<file path="config.mk">
export PLATFORM = sky130hd
export DESIGN_NAME = ob_cmd_deser
export DESIGN_NICKNAME = d
export VERILOG_FILES = /design/src/rtl/ob_cmd_deser.sv
export SDC_FILE = /design/constraint.sdc
export NUM_CORES = 1
export LEC_CHECK = 0
export CORE_MARGIN = 8
export CORE_UTILIZATION = 59
export DETAILED_ROUTE_END_ITERATION = 12
export PLACE_DENSITY_LB_ADDON = 0.1
export REMOVE_ABC_BUFFERS = 1
export SETUP_SLACK_MARGIN = 0.3
export SLEW_MARGIN = 5
export SYNTH_ARGS = -nofsm -noshare
export SYNTH_HDL_FRONTEND = slang
export SYNTH_SLANG_ARGS = --single-unit
export TNS_END_PERCENT = 100
</file>
<file path="constraint.sdc">
create_clock -name clk -period 8.7 [get_ports clk]
set_input_delay 0.87 -clock clk [delete_from_list [all_inputs] [get_ports clk]]
set_output_delay 0.87 -clock clk [all_outputs]
set_load 0.01 [all_outputs]
</file>
<file path="src/rtl/ob_cmd_deser.sv">
// Ingress framer: hunts for SOF, assembles a CMD_W command from bytes and issues it to the core.
// Define OB_CMD_DESER_CHKSUM_EN to require an XOR trailer byte after the body.
module ob_cmd_deser #(
  parameter int         CMD_W     = 64,
  parameter logic [7:0] SOF       = 8'hA5,
  parameter int         TIMEOUT_N = 255
) (
  input  logic             clk,
  input  logic             rst,
  input  logic             in_vld,
  input  logic [7:0]       in_dat,
  output logic             in_rdy,
  input  logic             cmd_full_r,
  output logic             cmd_vld_r,
  output logic [CMD_W-1:0] cmd_r,
  output logic [7:0]       err_cnt_r,
  output logic [15:0]      frm_cnt_r
);

  localparam int               CMD_BYTES = (CMD_W + 7) / 8;
  localparam int               SH_W      = CMD_BYTES * 8;
  localparam int               CNT_W     = (CMD_BYTES > 1) ? $clog2(CMD_BYTES) : 1;
  localparam logic [CNT_W-1:0] LAST_CNT  = CNT_W'(CMD_BYTES - 1);
  localparam logic [15:0]      TMO       = 16'(TIMEOUT_N);

  typedef enum logic [1:0] {IDLE, BODY, CHK, HOLD} state_t;

  state_t           state_q;
  logic [CNT_W-1:0] cnt_q;
  logic [15:0]      tmr_q;
  logic [15:0]      tmr_d;
  logic [SH_W-1:0]  shreg_q;
  logic [SH_W-1:0]  shreg_d;
  logic             cmd_vld_q;
  logic [CMD_W-1:0] cmd_q;
  logic [7:0]       err_q;
  logic [7:0]       err_d;
  logic [15:0]      frm_q;
  logic             acc;
`ifdef OB_CMD_DESER_CHKSUM_EN
  logic [7:0]       xor_q;
`endif

  assign in_rdy  = (state_q != HOLD) && !rst;
  assign acc     = in_vld && in_rdy;
  assign tmr_d   = tmr_q + 16'd1;
  // First body byte ends up in the MSBs; its pad bits fall off the top of cmd_r.
  assign shreg_d = (shreg_q << 8) | SH_W'(in_dat);
  assign err_d   = (err_q == 8'hFF) ? err_q : err_q + 8'd1;

  always_ff @(posedge clk or posedge rst) begin
    if (rst) begin
      state_q   <= IDLE;
      cnt_q     <= '0;
      tmr_q     <= '0;
      shreg_q   <= '0;
      cmd_vld_q <= 1'b0;
      cmd_q     <= '0;
      err_q     <= '0;
      frm_q     <= '0;
`ifdef OB_CMD_DESER_CHKSUM_EN
      xor_q     <= '0;
`endif
    end else begin
      cmd_vld_q <= 1'b0;
      case (state_q)
        IDLE: begin
          if (acc && (in_dat == SOF)) begin
            state_q <= BODY;
            cnt_q   <= '0;
            tmr_q   <= '0;
`ifdef OB_CMD_DESER_CHKSUM_EN
            xor_q   <= '0;
`endif
          end
        end
        BODY: begin
          if (acc) begin
            tmr_q   <= '0;
            shreg_q <= shreg_d;
            cnt_q   <= cnt_q + 1'b1;
`ifdef OB_CMD_DESER_CHKSUM_EN
            xor_q   <= xor_q ^ in_dat;
            if (cnt_q == LAST_CNT) state_q <= CHK;
`else
            if (cnt_q == LAST_CNT) state_q <= HOLD;
`endif
          end else if (tmr_d == TMO) begin
            state_q <= IDLE;
            err_q   <= err_d;
          end else begin
            tmr_q <= tmr_d;
          end
        end
`ifdef OB_CMD_DESER_CHKSUM_EN
        CHK: begin
          if (acc) begin
            tmr_q <= '0;
            if (in_dat == xor_q) begin
              state_q <= HOLD;
            end else begin
              state_q <= IDLE;
              err_q   <= err_d;
            end
          end else if (tmr_d == TMO) begin
            state_q <= IDLE;
            err_q   <= err_d;
          end else begin
            tmr_q <= tmr_d;
          end
        end
`endif
        HOLD: begin
          // Returning to IDLE after the strobe keeps pushes at least two cycles apart.
          if (!cmd_full_r) begin
            cmd_vld_q <= 1'b1;
            cmd_q     <= shreg_q[CMD_W-1:0];
            frm_q     <= frm_q + 16'd1;
            state_q   <= IDLE;
          end
        end
        default: state_q <= IDLE;
      endcase
    end
  end

  assign cmd_vld_r = cmd_vld_q;
  assign cmd_r     = cmd_q;
  assign err_cnt_r = err_q;
  assign frm_cnt_r = frm_q;

endmodule

</file>
==> reports/results.ini <==
[finish]
fin_util_pct = 74.8
fillCellCount = 833
drive_above_1_share_pct = 15.2
fin_area_sq_um = 8990
syn2layout_area_growth_pct = 24.2
diodes = 0
nNetsFinal = 776

[logic_synthesis]
yosysWarnings = 0
yosys.area.top_type = dfrtp_1
syn_area_sq_um = 7240
synth_edf_count = 0
ys_ff_latch = 174
ys_seq_area_share_pct = 60.2
ys_async_sr_fraction_pct = 100
synth_common_cells = nand2_1 (219), dfrtp_1 (174), mux2_2 (65)
synth.most_common_cell = nand2_1
yosysTopAreaCellShare_pct = 60.2
ys_types = 53
synth.avg_cell_area_sq_um = 10.9
syn-instance-count = 666
synth_ff_type = dfrtp_1
synth_area_leaders = dfrtp_1 (60%), nand2_1 (11%), mux2_2 (10%), xnor2_1 (2.4%), nand3_1 (1.1%)

[drt]
wirelength_mm = 14.9
wl_per_cell_um = 16.2
viasPerCell = 5.50
first_pass_iters = 4
ant_nets = 0
route.vias.total = 5052
drc = 0
drt-initial-drc-count = 413

[clock_tree]
htree_levels = 4
post_cts_resize_count = 0
clockBufferDepth = 2
clkTransAtPathRegs_ns = 0.06
cts_tree = done
clock_sinks = 174
clk_latency_ns = 0.42
cts_setup_buffers = 0
cts_buffers = 17
postCtsHoldBufs = 0
cts-root-buf = clkbuf_16

[floorplan]
die_y_um = 127
die_area_sq_um = 16100
pin_count = 102
coreArea_sq_um = 12000
rows = 40
start_util_pct = 60.2
fp.dieW_um = 127

[worst_hold_path]
hold_start = shreg_q[62]$_DFFE_PP0P_
hold_path_depth = 2
hold_path_class = register to register
min_to = cmd_r[62]$_DFFE_PP0P_

[critical_path]
regToRegEndpoint = err_cnt_r[1]$_DFFE_PP0P_
r2r_start = tmr_q[0]$_DFFE_PP0P_
cp-end-kind = output port
worst-path-max-fanout = 3
criticalPathCategory = input port to output port
rr_worst_depth = 7
worst_ep_required_time_ns = 7.83
cp-start-kind = input port
critPathArrivalTime_ns = 2.12
rrSetupSlack_ns = 6.13

[run_status]
status = finished, final reports clean

[place]
io_buffers = 101
place_hpwl_mm = 9.45
postPlaceCellArea_sq_um = 8320
finalWeightedCongestion = 0.836

[timing]
rsz0062_at_grt = false
finalHoldViolCount = 0
maxSlewViolCount = 0
period_share_pct = 34.3
slew_headroom_pct = 34.1
period_minus_slack_ns = 2.99
skew_ns = 0.00891
fin_tns_setup_ns = 0
worstMarginPinSlew_ns = 0.988
setup_viol = 0
clock.fmax_mhz = 335

[global_route]
grt_pass1_wl_mm = 25.1
grt_start_max_net_pins = 115
grt-ovfl-total = 0
grt_pass1_vias = 5044
grt_use_total_pct = 19.3
antenna_found_initial = 0

[pwr]
p_leak_uw = 0.00422
ir_drop_v = 0.000159
power_density_nw_per_um2 = 291

[run]
drv_cap = 0

-- cells in the final DEF, fill, tap and decap left out, types with 5 or more instances in the layout --
cell / count
o21ai_0: 14
ha_1: 6
clkdlybuf4s50_1: 101
clkbuf_16: 17
a21oi_1: 10
buf_4: 5
xnor2_1: 20
dfrtp_1: 174
mux2_2: 65
nor3_1: 5
nand4_1: 11
xor2_1: 6
nand2_1: 219
nand3_1: 16
inv_1: 7
a31oi_1: 5
nor2_1: 20
bufinv_16: 6
-- power by group --
part           leakage, uW  internal [uW]  switching, uW
clock             0.000329            555            303
sequential         0.00229           1040            173
combinational      0.00160            312            237
-- layer usage --
metal / GRT usage, % / vias to the layer above / part of all wire, %
li1: - / 2411 / -
met1: 24.0 / 2521 / 44
met2: 31.4 / 107 / 49
met3: 6.33 / 13 / 6.1
met4: 6.02 / 0 / 0.95
met5: 0 / - / 0
-- critical path, stage by stage --
cell	delay [ns]
clkdlybuf4s50_1	0.51
a21oi_1	0.17
clkdlybuf4s50_1	0.57
-- state kept, by name, summed over array words and instances, names as in the netlist --
register,count
err_cnt_r,8
cmd_r,64
cmd_vld_r,1
state_q,2
tmr_q,16
shreg_q,64
frm_cnt_r,16
cnt_q,3
-- layout make-up --
class                      instances  area [sq um]  share of cell area, %
sequential                       174          4350                   48.4
multi-input combinational        450          2690                   29.9
timing repair buffer             106          1050                   11.7
clock buffer                      22           464                   5.16
clock inverter                    10           208                   2.31
tap                              147           184                   2.05
inverter                           9          38.8                  0.432
-- cell families after synthesis --
| kind of cell | after synthesis | share of synthesized area [%] |
|---|---|---|
| and+or+nand+nor | 308 | 18.9 |
| muxes | 66 | 10.3 |
| AOI/OAI and AO/OA | 44 | 3.77 |
| DFF | 174 | 60.2 |
| adders and majority gates | 6 | 1.04 |
| buffers and inverters | 42 | 2.75 |
| xor gates and xnor gates | 26 | 3.15 |
-- stage by stage --
stage               worst slack, ns  cells  hold slack (ns)  power, uW
floorplan                      3.11    633            0.435       1520
global placement               5.70    886            0.447       1730
detailed placement             5.62    886            0.452       1770
CTS                            5.70    918            0.470       2640
global route                   5.64    918            0.493       2750
finish                         5.71    918            0.467       2610
-- worst max-delay path by stage --
stage / from / endpoint / slack [ns] / cells after the start
2_1_floorplan: rst / cmd_r[0]$_DFFE_PP0P_ / 3.11 / 1
3_3_place_gp: rst / cnt_q[0]$_DFFE_PP0P_ / 5.70 / 8
3_5_place_dp: rst / tmr_q[5]$_DFFE_PP0P_ / 5.62 / 8
4_1_cts: rst / in_rdy / 5.70 / 3
5_1_grt: rst / in_rdy / 5.64 / 3
6_report: rst / in_rdy / 5.71 / 3
Power figures use the tool's default switching activity.
